==> src/rtl/bus_transfer_sequencer_pkg.sv <==
// Shared types and helpers for the bus transfer sequencer: FSM encoding,
// register-index legality check and index-to-one-hot decode.
package bus_transfer_sequencer_pkg;

  localparam int MAX_SEL_W = 5;
  localparam int MAX_REGS  = 32;

  typedef enum logic [1:0] {
    ST_IDLE  = 2'd0,
    ST_DRIVE = 2'd1,
    ST_LOAD  = 2'd2,
    ST_ACK   = 2'd3
  } state_t;

  function automatic logic idx_legal(input logic [MAX_SEL_W-1:0] idx, input int num_regs);
    return (int'(idx) < num_regs);
  endfunction

  function automatic logic [MAX_REGS-1:0] idx_onehot(input logic [MAX_SEL_W-1:0] idx);
    logic [MAX_REGS-1:0] oh;
    oh = {{(MAX_REGS-1){1'b0}}, 1'b1} << idx;
    return oh;
  endfunction

endpackage

==> src/rtl/bus_transfer_sequencer_rr_arbiter.sv <==
// Combinational round-robin arbiter: first request at or after ptr, circularly.
module rr_arbiter #(
  parameter int NUM_REQ = 4,
  localparam int PTR_W  = (NUM_REQ > 1) ? $clog2(NUM_REQ) : 1
) (
  input  logic [NUM_REQ-1:0] req,
  input  logic [PTR_W-1:0]   ptr,
  output logic [NUM_REQ-1:0] grant,
  output logic               valid
);

  int                idx_s;
  logic [PTR_W-1:0]  pos_s;

  // Scan requesters starting from the pointer and grant the first one found
  always_comb begin
    grant = {NUM_REQ{1'b0}};
    valid = 1'b0;
    idx_s = 0;
    pos_s = {PTR_W{1'b0}};
    for (int i = 0; i < NUM_REQ; i++) begin
      idx_s = int'(ptr) + i;
      if (idx_s >= NUM_REQ) begin
        idx_s = idx_s - NUM_REQ;
      end else begin
        idx_s = idx_s;
      end
      pos_s = PTR_W'(idx_s);
      if (!valid && req[pos_s]) begin
        grant[pos_s] = 1'b1;
        valid        = 1'b1;
      end else begin
        valid = valid;
      end
    end
  end

endmodule

==> src/rtl/bus_transfer_sequencer.sv <==
// Round-robin sequencer for register-to-register transfers over a shared
// tri-state bus: IDLE -> DRIVE -> LOAD -> ACK, all outputs registered.
module bus_transfer_sequencer
  import bus_transfer_sequencer_pkg::*;
#(
  parameter int NUM_REQ       = 4,
  parameter int NUM_REGS      = 4,
  parameter int SEL_W         = 2,
  parameter int SETTLE_CYCLES = 1,
  localparam int PTR_W        = (NUM_REQ > 1) ? $clog2(NUM_REQ) : 1
) (
  input  logic                     Clk,
  input  logic                     Reset,
  input  logic [NUM_REQ-1:0]       Req,
  input  logic [NUM_REQ*SEL_W-1:0] Req_src,
  input  logic [NUM_REQ*SEL_W-1:0] Req_dst,
  input  logic [NUM_REQ-1:0]       Req_clear,
  output logic [NUM_REQ-1:0]       Grant,
  output logic [NUM_REQ-1:0]       Ack,
  output logic                     Err,
  output logic                     Busy,
  output logic [NUM_REGS-1:0]      OE_bar,
  output logic [NUM_REGS-1:0]      Load,
  output logic                     Clear_bar
);

  state_t               state_r;
  logic [PTR_W-1:0]     ptr_r;
  logic [PTR_W-1:0]     gidx_r;
  logic [3:0]           cnt_r;
  logic [SEL_W-1:0]     dst_r;
  logic                 clear_r;
  logic [NUM_REQ-1:0]   grant_r;
  logic [NUM_REQ-1:0]   ack_r;
  logic                 err_r;
  logic                 busy_r;
  logic [NUM_REGS-1:0]  oe_bar_r;
  logic [NUM_REGS-1:0]  load_r;
  logic                 clear_bar_r;

  logic [NUM_REQ-1:0]   arb_grant_s;
  logic                 arb_valid_s;
  logic [SEL_W-1:0]     win_src_s;
  logic [SEL_W-1:0]     win_dst_s;
  logic                 win_clear_s;
  logic [PTR_W-1:0]     win_idx_s;
  logic                 win_legal_s;
  logic [MAX_REGS-1:0]  src_oh_s;
  logic [MAX_REGS-1:0]  dst_oh_s;
  logic                 unused_dec_s;

  rr_arbiter #(.NUM_REQ(NUM_REQ)) u_arb (
    .req   (Req),
    .ptr   (ptr_r),
    .grant (arb_grant_s),
    .valid (arb_valid_s)
  );

  // Extract the winning requester's fields and index from the one-hot grant
  always_comb begin
    win_src_s   = {SEL_W{1'b0}};
    win_dst_s   = {SEL_W{1'b0}};
    win_clear_s = 1'b0;
    win_idx_s   = {PTR_W{1'b0}};
    for (int i = 0; i < NUM_REQ; i++) begin
      if (arb_grant_s[i]) begin
        win_src_s   = Req_src[i*SEL_W +: SEL_W];
        win_dst_s   = Req_dst[i*SEL_W +: SEL_W];
        win_clear_s = Req_clear[i];
        win_idx_s   = PTR_W'(i);
      end else begin
        win_idx_s   = win_idx_s;
      end
    end
  end

  // A clear transfer never drives the bus, so its source index is irrelevant
  assign win_legal_s  = idx_legal(MAX_SEL_W'(win_dst_s), NUM_REGS) &&
                        (win_clear_s || idx_legal(MAX_SEL_W'(win_src_s), NUM_REGS));
  assign src_oh_s     = idx_onehot(MAX_SEL_W'(win_src_s));
  assign dst_oh_s     = idx_onehot(MAX_SEL_W'(dst_r));
  assign unused_dec_s = ^{src_oh_s, dst_oh_s};

  // Transfer FSM with settle counter, round-robin pointer and registered strobes
  always_ff @(posedge Clk) begin
    if (Reset) begin
      state_r     <= ST_IDLE;
      ptr_r       <= {PTR_W{1'b0}};
      gidx_r      <= {PTR_W{1'b0}};
      cnt_r       <= 4'd0;
      dst_r       <= {SEL_W{1'b0}};
      clear_r     <= 1'b0;
      grant_r     <= {NUM_REQ{1'b0}};
      ack_r       <= {NUM_REQ{1'b0}};
      err_r       <= 1'b0;
      busy_r      <= 1'b0;
      oe_bar_r    <= {NUM_REGS{1'b1}};
      load_r      <= {NUM_REGS{1'b0}};
      clear_bar_r <= 1'b1;
    end else begin
      case (state_r)
        ST_IDLE: begin
          if (arb_valid_s) begin
            grant_r <= arb_grant_s;
            busy_r  <= 1'b1;
            gidx_r  <= win_idx_s;
            dst_r   <= win_dst_s;
            clear_r <= win_clear_s;
            cnt_r   <= 4'(SETTLE_CYCLES - 1);
            if (win_legal_s) begin
              state_r  <= ST_DRIVE;
              oe_bar_r <= win_clear_s ? {NUM_REGS{1'b1}} : ~src_oh_s[NUM_REGS-1:0];
            end else begin
              state_r <= ST_ACK;
              ack_r   <= arb_grant_s;
              err_r   <= 1'b1;
            end
          end else begin
            state_r <= ST_IDLE;
          end
        end
        ST_DRIVE: begin
          if (cnt_r == 4'd0) begin
            state_r     <= ST_LOAD;
            load_r      <= dst_oh_s[NUM_REGS-1:0];
            clear_bar_r <= ~clear_r;
          end else begin
            cnt_r <= cnt_r - 4'd1;
          end
        end
        ST_LOAD: begin
          state_r     <= ST_ACK;
          load_r      <= {NUM_REGS{1'b0}};
          clear_bar_r <= 1'b1;
          oe_bar_r    <= {NUM_REGS{1'b1}};
          ack_r       <= grant_r;
        end
        ST_ACK: begin
          state_r <= ST_IDLE;
          grant_r <= {NUM_REQ{1'b0}};
          ack_r   <= {NUM_REQ{1'b0}};
          err_r   <= 1'b0;
          busy_r  <= 1'b0;
          ptr_r   <= (gidx_r == PTR_W'(NUM_REQ - 1)) ? {PTR_W{1'b0}} : gidx_r + PTR_W'(1);
        end
        default: begin
          state_r     <= ST_IDLE;
          grant_r     <= {NUM_REQ{1'b0}};
          ack_r       <= {NUM_REQ{1'b0}};
          err_r       <= 1'b0;
          busy_r      <= 1'b0;
          oe_bar_r    <= {NUM_REGS{1'b1}};
          load_r      <= {NUM_REGS{1'b0}};
          clear_bar_r <= 1'b1;
        end
      endcase
    end
  end

  assign Grant     = grant_r;
  assign Ack       = ack_r;
  assign Err       = err_r;
  assign Busy      = busy_r;
  assign OE_bar    = oe_bar_r;
  assign Load      = load_r;
  assign Clear_bar = clear_bar_r;

endmodule

==> config.mk <==
export PLATFORM = sky130hd
export DESIGN_NAME = bus_transfer_sequencer
export DESIGN_NICKNAME = d
export VERILOG_FILES = /design/src/rtl/bus_transfer_sequencer_pkg.sv /design/src/rtl/bus_transfer_sequencer_rr_arbiter.sv /design/src/rtl/bus_transfer_sequencer.sv
export SDC_FILE = /design/constraint.sdc
export NUM_CORES = 1
export LEC_CHECK = 0
export CORE_UTILIZATION = 45
export DETAILED_ROUTE_END_ITERATION = 10
export GPL_ROUTABILITY_DRIVEN = 0
export PLACE_DENSITY = 0.79
export SLEW_MARGIN = 20
export SYNTH_ARGS = -nofsm -noshare
export SYNTH_HDL_FRONTEND = slang
export SYNTH_SLANG_ARGS = --single-unit
==> constraint.sdc <==
create_clock -name Clk -period 3.7 [get_ports Clk]
set_clock_uncertainty 0.1 [all_clocks]
set_input_delay 0.74 -clock Clk [delete_from_list [all_inputs] [get_ports Clk]]
set_output_delay 0.74 -clock Clk [all_outputs]
set_load 0.02 [all_outputs]
# Yosys cells after proc, flatten, opt, wreduce, memory -nomap -nowiden
# Index checks and enable logic that the tools add are counted.
[classes] add_sub_neg=9 multipliers=0 n_div=0 magnitude_cmp=12 n_eq_ne=7 n_shift=2 mux=62 n_bitwise=5 reduce_logical=22
[op_table] op="$mux 4" n=10
[op_table] op="$pmux 4 s2" n=5
[op_table] op="$mux 2" n=16
[op_table] op="$mux 1" n=20
[op_table] op="$lt 2x3->1 const B" n=4
[op_table] op="$or 4x4->4" n=3
[op_table] op="$reduce_bool 2->1" n=5
[op_table] op="$ge 3x3->1 const B" n=3
[op_table] op="$bmux 1 s2" n=4
[op_table] op="$demux 1 s2" n=4
[op_table] op="$ge 2x1->1 const B" n=4
[op_table] op="$pmux 2 s4" n=1
[op_table] op="$reduce_and 2->1" n=4
[op_table] op="$shl 1x2->4 const A" n=2
[op_table] op="$sub 2x1->2 const B" n=4
[op_table] op="$logic_and 1x1->1" n=7
[op_table] op="$add 2x2->3 const B" n=2
[op_table] op="$eq 2x2->1 const B" n=3
[op_table] op="$ne 2x2->1 const B" n=3
[op_table] op="$logic_not 4->1" n=1
[op_table] op="$not 4->4" n=1
[op_table] op="$pmux 1 s2" n=2
[op_table] op="$sub 4x1->4 const B" n=1
[op_table] op="$add 2x1->3 const B" n=1
[op_table] op="7 further kinds" n=9
[totals] register_bits=31 latchBits=0 ramBits=0 rom_bits=0 word_cells=131 n_memories=0

# Logic depth before layout (Yosys ltp)
# Gate-level depths: netlist of the first run.
[depth] depth_word=23 mapped_depth=11

# By module
# A second synthesis of the first run with hierarchy kept.
[hier_totals] cells_unflattened=240 area_unflattened_um2=2044.5
[modules_own_cells] mod="bus_transfer_sequencer" n_inst=1 cells_per_inst=178 area_each_um2=1536.5 seq_area_each_um2=620.6
[modules_own_cells] mod="rr_arbiter" n_inst=1 cells_per_inst=62 area_each_um2=508.0 seq_area_each_um2=0.0

# Worst setup path before layout of the first run
# Ideal clock, no wire load.
[synth_path] path_kind="reg2reg" start="register ptr_r[1]" end="register oe_bar_r[2], in the netlist OE_bar[2]" setup_ps=131 arrival_time_ps=2997 required_ps=3469 slack_ps=471 path_stages_with_launch=12 path_cell_list="dfxtp_1 > clkbuf_1 > inv_1 > ha_1 > mux4_2 > a221oi_2 > o31ai_2 > or2_0 > buf_6 > o311ai_1 > o221a_2 > a31oi_1"
[synth_between] elab_chain_len=23
[synth_lines] element="from (decl)" line_no="bus_transfer_sequencer.sv:28" source="logic [PTR_W-1:0] ptr_r;"
[synth_lines] element="from (signal assigned)" line_no="bus_transfer_sequencer.sv:88" source="ptr_r <= {PTR_W{1'b0}};"
[synth_lines] element="from (signal assigned)" line_no="bus_transfer_sequencer.sv:144" source="ptr_r <= (gidx_r == PTR_W'(NUM_REQ - 1)) ? {PTR_W{1'b0}} : gidx_r + PTR_W'(1);"
[synth_lines] element="parallel branches: the longest is 23 deep, another holds $add 2x1->3"
[synth_lines] element="to (signal assigned)" line_no="bus_transfer_sequencer.sv:97" source="oe_bar_r <= {NUM_REGS{1'b1}};"
[synth_lines] element="to (signal assigned)" line_no="bus_transfer_sequencer.sv:112" source="oe_bar_r <= win_clear_s ? {NUM_REGS{1'b1}} : ~src_oh_s[NUM_REGS-1:0];"
[synth_lines] element="to (signal assigned)" line_no="bus_transfer_sequencer.sv:135" source="oe_bar_r <= {NUM_REGS{1'b1}};"
[synth_lines] element="to (decl)" line_no="bus_transfer_sequencer.sv:37" source="logic [NUM_REGS-1:0] oe_bar_r;"
# Parallel ways; which one is timed is not known. The select of a mux whose other input is x is not followed.
# A chain may end at the register's enable or synchronous reset.

# Worst setup path after layout of the first run
[layout_path] start="input Req[1]" end="register oe_bar_r[2], in the netlist OE_bar[2]"
[layout_between] elab_chain_len=21
[layout_lines] element="from (decl)" line_no="bus_transfer_sequencer.sv:14" source="input logic [NUM_REQ-1:0] Req,"
[layout_lines] element="$bmux 1 s2" line_no="bus_transfer_sequencer_rr_arbiter.sv:29" source="if (!valid && req[pos_s]) begin"
[layout_lines] element="$mux 1 (not written as such)" line_no="bus_transfer_sequencer_rr_arbiter.sv:29"
[layout_lines] element="$mux 1" line_no="bus_transfer_sequencer_rr_arbiter.sv:29"
[layout_lines] element="$logic_not 1->1" line_no="bus_transfer_sequencer_rr_arbiter.sv:29"
[layout_lines] element="$logic_and 1x1->1" line_no="bus_transfer_sequencer_rr_arbiter.sv:29"
[layout_lines] element="$mux 1" line_no="bus_transfer_sequencer_rr_arbiter.sv:29"
[layout_lines] element="$logic_not 1->1" line_no="bus_transfer_sequencer_rr_arbiter.sv:29"
[layout_lines] element="$logic_and 1x1->1" line_no="bus_transfer_sequencer_rr_arbiter.sv:29"
[layout_lines] element="(+2 left out)"
[layout_lines] element="$logic_and 1x1->1" line_no="bus_transfer_sequencer_rr_arbiter.sv:29"
[layout_lines] element="$mux 4" line_no="bus_transfer_sequencer_rr_arbiter.sv:29"
[layout_lines] element="$mux 2 (4 in series)" line_no="bus_transfer_sequencer.sv:66" source="if (arb_grant_s[i]) begin"
[layout_lines] element="$shl 1x2->4" line_no="bus_transfer_sequencer_pkg.sv:21" source="oh = {{(MAX_REGS-1){1'b0}}, 1'b1} << idx;"
[layout_lines] element="$not 4->4" line_no="bus_transfer_sequencer.sv:112"
[layout_lines] element="$mux 4" line_no="bus_transfer_sequencer.sv:112"
[layout_lines] element="$mux 4" line_no="bus_transfer_sequencer.sv:103" source="if (arb_valid_s) begin"
[layout_lines] element="$pmux 4 s2" line_no="bus_transfer_sequencer.sv:101" source="case (state_r)"
# Parallel ways exist; a longest one is shown, timed or not. The select of a mux whose other input is x is not followed.

==> results of run 1 <==
-- critical path, delay by kind of cell --
family / cells / cell delay [ns]
AO/OA/AOI/OAI: 5 / 1.47
multiplexers: 1 / 0.61
buffers and inverters: 1 / 0.54
AND/OR/NAND/NOR: 1 / 0.10
-- power groups by stage --
| stage | registers (W) | logic, W | clock network, W |
|---|---|---|---|
| final | 0.000509 | 0.000929 | 0.000254 |
| after global routing | 0.000521 | 0.00102 | 0.000270 |
| after CTS | 0.000509 | 0.000926 | 0.000257 |
| after detailed placement | 0.000515 | 0.000919 | 0 |
| after global placement | 0.000511 | 0.000903 | 0 |
| after floorplan | 0.000560 | 0.000615 | 0 |
-- state kept, by name, indices dropped and copies added, names as in the netlist --
name	cells
Ack	4
Busy	1
Clear_bar	1
Grant	4
Load	4
OE_bar	4
clear_r	1
cnt_r	4
dst_r	2
gidx_r	2
ptr_r	2
state_r	2
-- layer usage --
metal	vias up	wire length [um]	track usage (%)
li1	985	-	-
met1	933	2400	28.8
met2	48	2350	35.2
met3	4	231	3.56
met4	0	54	6.89
met5	-	0	0
-- final timing paths --
| path | from | end |
|---|---|---|
| worst max-delay path | Req[1] | OE_bar[2] |
| worst min-delay path | OE_bar[2] | OE_bar[2] |
| worst max register to register | ptr_r[0] | OE_bar[2] |
| worst min register to register | OE_bar[2] | OE_bar[2] |
-- through the flow --
step	power (W)	instances
floorplan	0.00117	244
global placement	0.00141	338
detailed placement	0.00143	338
CTS	0.00169	346
global route	0.00181	346
finish	0.00169	346
-- synth_stat cells (all sizes together) (2+ instances only) --
cell	count
nor2b	5
a31oi	5
a311oi	4
a21oi	18
ha	14
clkbuf	9
nor4	4
o31ai	2
nand2	14
a21boi	2
nand3	5
a31o	2
nor3	7
a211oi	5
o21bai	3
buf	8
nor2	37
mux2i	6
nor4b	3
and2	3
o311ai	3
nor3b	3
mux2	2
a221oi	2
or3b	2
mux4	3
inv	11
nand4	2
o221ai	2
o221a	2
o21ai	7
xor2	2
dfxtp	31
nand3b	3
-- layout make-up --
class	instances	area, sq um	share of cell area [%]
clock buffers	7	76.3	2.82
clock inverters	1	5.00	0.185
inverters	11	41.3	1.52
multi-input cells	185	1350	49.8
flip-flops and latches	31	621	22.9
well taps	52	65.1	2.40
repair buffers	59	551	20.3
-- kinds of logic after synthesis --
group           count (synthesis)  synth area share (%)
flops                          31                  29.3
simple gates                   92                  22.7
fa+ha+maj                      14                  8.27
compound gates                 64                  24.2
other cells                     1                 0.177
xor+xnor                        3                  1.24
mux                            11                  7.09
buf+inv                        28                  6.97
==> impl_metrics.tcl, run 1 <==
set metrics [dict create \
    run_status "complete, but fails checks" \
    failed_checks "design-rule violations" \
    yosysTopAreaCell "sky130_fd_sc_hd__dfxtp_1" \
    syn_inst 244 \
    worst_ir_drop_vdd_v 0.000259 \
    row_count 24 \
    global_route.usage.total_pct 21.4 \
    initial_core_util_pct 47.6 \
    cp_data_arrival_time_ns 3.46 \
    final_area_sq_um 2710 \
    maximum_number_of_pins_on_one_net_before_global_route_repair 16 \
    cts-buffers-inserted 5 \
    hold_wc_path_type "flop to flop" \
    switching_power_w 0.000710 \
    final.period_utilization_pct 91.9 \
    routed_via_density 5.69 \
    area_contributors_post_synth "sky130_fd_sc_hd__dfxtp_1, sky130_fd_sc_hd__ha_1, sky130_fd_sc_hd__nor2_1" \
    num_io_pins 45 \
    cts_hold_buf 0 \
    drive_gt1_share_pct 13.3 \
    rsz0062_at_grt "false" \
    post-cts-setup-buffer-count 0 \
    setup_viol_count_final 0 \
    worstSkewPairLatency_ns 0.28 \
    power_report.internal_total_w 0.000982 \
    first_global_vias 1831 \
    timing.final.max_slew_violations 0 \
    dr.pass1.iters 7 \
    clock_power_share_pct 15.0 \
    die_area_sq_um 4980 \
    synth-seq-cells 31 \
    clkSlewWorstSetupHoldPaths_ns 0.06 \
    reg2reg_depth 9 \
    synth_flop_cell "sky130_fd_sc_hd__dfxtp_1" \
    p_leak_nw 1.03 \
    synth_nets 284 \
    clk_path_buf_depth 2 \
    timing.setup.critical_path_class "primary input to flop" \
    postPlaceCellArea_sq_um 2630 \
    worstMarginPinSlew_ns 0.814 \
    timing.final.ws_setup_ns 0.299 \
    power.switching_fraction_pct 41.9 \
    p_per_area_nw_per_um2 625 \
    place.detailed.hpwl_mm 3.81 \
    mean_instance_size_in_the_synthesized_netlist_sq_um 8.68 \
    io_buffers 43 \
    die-height_um 70.6 \
    final_hold_vios 0 \
    insertedDiodeCount 0 \
    number_of_flops_mapped_to_enable_cells_by_yosys 0 \
    slowest_stage_delay_on_critical_path_ns 0.66 \
    finalNetCount 333 \
    synth_area_sq_um 2120 \
    crit_fanout 9 \
    commonest_non_fill_non_tap_cell_in_the_layout "sky130_fd_sc_hd__clkdlybuf4s50_1" \
    drt-wirelength-per-cell_um 14.6 \
    area_growth_pct 27.9 \
    worst_setup_path_start_kind "primary input" \
    drtAntennaViolNets 0 \
    grt_antenna_before_repair 0 \
    share_comb_of_total_power_pct 54.9 \
    cap_viol_max_count 0 \
    htree_levels 2 \
    crit_path_top_delay_cell "sky130_fd_sc_hd__a221oi_1" \
    synth_cell_type_count 58 \
    hold-worst-slack_ns 0.396 \
    drt_wl_total_mm 5.04 \
    share_seq_of_total_power_pct 30.1 \
    timing.slew.headroom_pct 45.7 \
    totalNegativeSetupSlack_ns 0 \
    cp-end-kind "flop" \
    preCtsSetupSlack_ns 0.0312 \
    cts_resized 0 \
    reg2reg_slack_ns 0.48 \
    layout_common_cells "sky130_fd_sc_hd__clkdlybuf4s50_1, sky130_fd_sc_hd__nor2_1, sky130_fd_sc_hd__dfxtp_1" \
    period_minus_slack_ns 3.40 \
    timing.hold.worst_path_depth 2 \
    cts.sinks 31 \
    ys_seq_area_share_pct 29.3 \
    utilization_pct 60.9 \
    yosysTopAreaCellShare_pct 29.3 \
    grt_first_pass_wirelength_mm 8.51 \
    gr-total-overflow 0 \
    tritoncts "built" \
    remaining_drc_errors 8 \
    clock-root-buffer "sky130_fd_sc_hd__clkbuf_8" \
    path_cells "clkdlybuf4s50_1 > mux4_2 > nand2_1 > a21oi_1 > a221oi_1 > o311ai_4 > a2111oi_4 > a31oi_1" \
    worstPathRequired_ns 3.75 \
    yosys_warnings 0 \
    placeableCoreArea_sq_um 4440 \
    async_reset_ff_share_pct 0 \
    vias_after_detailed_routing 1970 \
    maxClockFrequency_ghz 0.294 \
    die_w_um 70.6 \
    fillCellCount 377 \
    detail_route.iter0.violations 162 \
]
No activity file was read; power rests on OpenSTA's default activity.
==> run 2, diff against run 1 <==
Settings changed: SYNTH_HIERARCHICAL set to 1.
==> impl_metrics.tcl, run 2 <==
set metrics [dict create \
    run_status "finished clean" \
    worst_hold_startpoint "Load[3]" \
    number_of_flops_mapped_to_enable_cells_by_yosys 0 \
    final.period_utilization_pct 93.6 \
    yosys_warnings 6 \
    clk_path_buf_depth 2 \
    reg2reg_depth 11 \
    drt-wirelength-per-cell_um 14.1 \
    gr-total-overflow 0 \
    rr_endpoint "OE_bar[2]" \
    cp-end-kind "flop" \
    area_growth_pct 31.2 \
    postPlaceCellArea_sq_um 2580 \
    timing.hold.worst_path_depth 2 \
    grt_first_pass_wirelength_mm 8.09 \
    power_w 0.00174 \
    synth-xor-area-share_pct 0.857 \
    die_w_um 69.4 \
    crit-reg2reg-launch "ptr_r[0]" \
    place.detailed.hpwl_mm 3.65 \
    maximum_number_of_pins_on_one_net_before_global_route_repair 29 \
    drt_wl_total_mm 4.89 \
    p_leak_nw 1.06 \
    finalNetCount 332 \
    hold-worst-slack_ns 0.358 \
    insertedDiodeCount 0 \
    period_minus_slack_ns 3.46 \
    drive_gt1_share_pct 12.6 \
    mean_instance_size_in_the_synthesized_netlist_sq_um 8.52 \
    placeableCoreArea_sq_um 4350 \
    worstMarginPinSlew_ns 0.586 \
    crit_fanout 7 \
    synth_cell_type_count 54 \
    worst_setup_path_start_kind "primary input" \
    totalNegativeSetupSlack_ns 0 \
    ys_seq_area_share_pct 30.4 \
    yosys.area_share.simple_pct 21.3 \
    remaining_drc_errors 0 \
    final_hold_vios 0 \
    synth_top_family_by_area "compound AO/OA/AOI/OAI gates" \
    ranking_of_synthesized_cells_by_instance_count "sky130_fd_sc_hd__dfxtp_1, sky130_fd_sc_hd__nor2_1, sky130_fd_sc_hd__nand2_1, sky130_fd_sc_hd__inv_1, sky130_fd_sc_hd__mux2i_1" \
    tritoncts "built" \
    clkSlewWorstSetupHoldPaths_ns 0.06 \
    yosys.area_share.adder_pct 7.96 \
    setup_viol_count_final 0 \
    drtAntennaViolNets 0 \
    grt_antenna_before_repair 0 \
    yosysTopAreaCell "sky130_fd_sc_hd__dfxtp_1" \
    synth.area.mux_share_pct 10.6 \
    worstPathRequired_ns 3.77 \
    yosysTopAreaCellShare_pct 30.4 \
    hold_endpoint "Load[3]" \
    layout_common_cells "sky130_fd_sc_hd__clkdlybuf4s50_1, sky130_fd_sc_hd__dfxtp_1, sky130_fd_sc_hd__nor2_1" \
    p_per_area_nw_per_um2 647 \
    area_contributors_post_synth "sky130_fd_sc_hd__dfxtp_1, sky130_fd_sc_hd__ha_1, sky130_fd_sc_hd__mux2i_1" \
    utilization_pct 61.6 \
    synth_flop_cell "sky130_fd_sc_hd__dfxtp_1" \
    vias_after_detailed_routing 1930 \
    synth_compound_gate_area_share_pct 21.4 \
    dr.pass1.iters 4 \
    routed_via_density 5.58 \
    clock-root-buffer "sky130_fd_sc_hd__clkbuf_8" \
    row_count 24 \
    cp_data_arrival_time_ns 3.54 \
    synth_nets 279 \
    cts_resized 0 \
    first_global_vias 1779 \
    timing.final.max_slew_violations 0 \
    cts-buffers-inserted 5 \
    commonest_non_fill_non_tap_cell_in_the_layout "sky130_fd_sc_hd__clkdlybuf4s50_1" \
    synth_area_sq_um 2040 \
    syn_inst 240 \
    cts.sinks 31 \
    worst_ir_drop_vdd_v 0.000376 \
    rsz0062_at_grt "false" \
    initial_core_util_pct 47.0 \
    timing.setup.critical_path_class "primary input to flop" \
    post-cts-setup-buffer-count 0 \
    async_reset_ff_share_pct 0 \
    io_buffers 43 \
    final_area_sq_um 2680 \
    die_area_sq_um 4820 \
    worstSkewPairLatency_ns 0.28 \
    cap_viol_max_count 0 \
    hold_wc_path_type "flop to flop" \
    maxClockFrequency_ghz 0.289 \
    global_route.usage.total_pct 20.6 \
    num_io_pins 45 \
    htree_levels 2 \
    detail_route.iter0.violations 104 \
    timing.slew.headroom_pct 61.0 \
    die-height_um 69.4 \
    reg2reg_slack_ns 0.54 \
    synth-seq-cells 31 \
    cts_hold_buf 0 \
]
==> run 2: per-layer routing <==
| layer | vias up | global-route usage [%] | share of wire, % |
|---|---|---|---|
| met1 | 893 | 26.7 | 47 |
| met2 | 56 | 33.7 | 45 |
| met3 | 8 | 4.36 | 6.0 |
| li1 | 973 | - | - |
| met4 | 0 | 7.48 | 1.3 |
| met5 | - | 0 | 0 |
==> run 2: how the worst max path moves through the flow <==
stage,start,endpoint,depth (start not counted)
3_5_place_dp,Req[2],OE_bar[2],9
2_1_floorplan,Req[2],OE_bar[2],10
6_report,Req[2],OE_bar[2],9
3_3_place_gp,Req[2],OE_bar[3],9
5_1_grt,Req[2],OE_bar[2],9
4_1_cts,Req[2],OE_bar[2],9
==> run 2: where the power goes <==
group | leakage [nW] | internal, W | switching, W
logic | 0.750 | 0.000433 | 0.000517
clock network | 0.0515 | 0.000169 | 0.000120
registers | 0.254 | 0.000424 | 0.0000722
total | 1.05 | 0.00103 | 0.000710
==> run 2: worst max-delay path, cell delays in order <==
cell	delay, ns
sky130_fd_sc_hd__clkdlybuf4s50_1	0.50
sky130_fd_sc_hd__or3b_1	0.40
sky130_fd_sc_hd__a2111oi_2	0.36
sky130_fd_sc_hd__or3_4	0.21
sky130_fd_sc_hd__o2bb2ai_1	0.20
sky130_fd_sc_hd__nor3b_2	0.23
sky130_fd_sc_hd__a221oi_1	0.08
sky130_fd_sc_hd__or4_1	0.46
sky130_fd_sc_hd__o32a_1	0.36
==> run 2: metrics by stage <==
step	setup slack (ns)	instances
3_3_place_gp	0.0290	338
6_report	0.236	346
5_1_grt	0.106	346
3_5_place_dp	-0.0316	338
4_1_cts	0.233	346
2_1_floorplan	0.471	240
==> run 2: logic make-up after synthesis <==
group                      count (synthesis)
other                                      1
and+or+nand+nor                           85
buffers and inverters                     30
adders and majority gates                 13
DFF                                       31
AOI/OAI and AO/OA                         58
xor gates and xnor gates                   2
muxes                                     20
==> run 2: cell type report <==
cell class / instances / area, sq um
tap: 52 / 65.1
clock buffer: 8 / 100
sequential: 31 / 621
fill: 393 / 1670
timing repair buffer: 61 / 566
inverter: 15 / 56.3
multi-input combinational: 179 / 1270
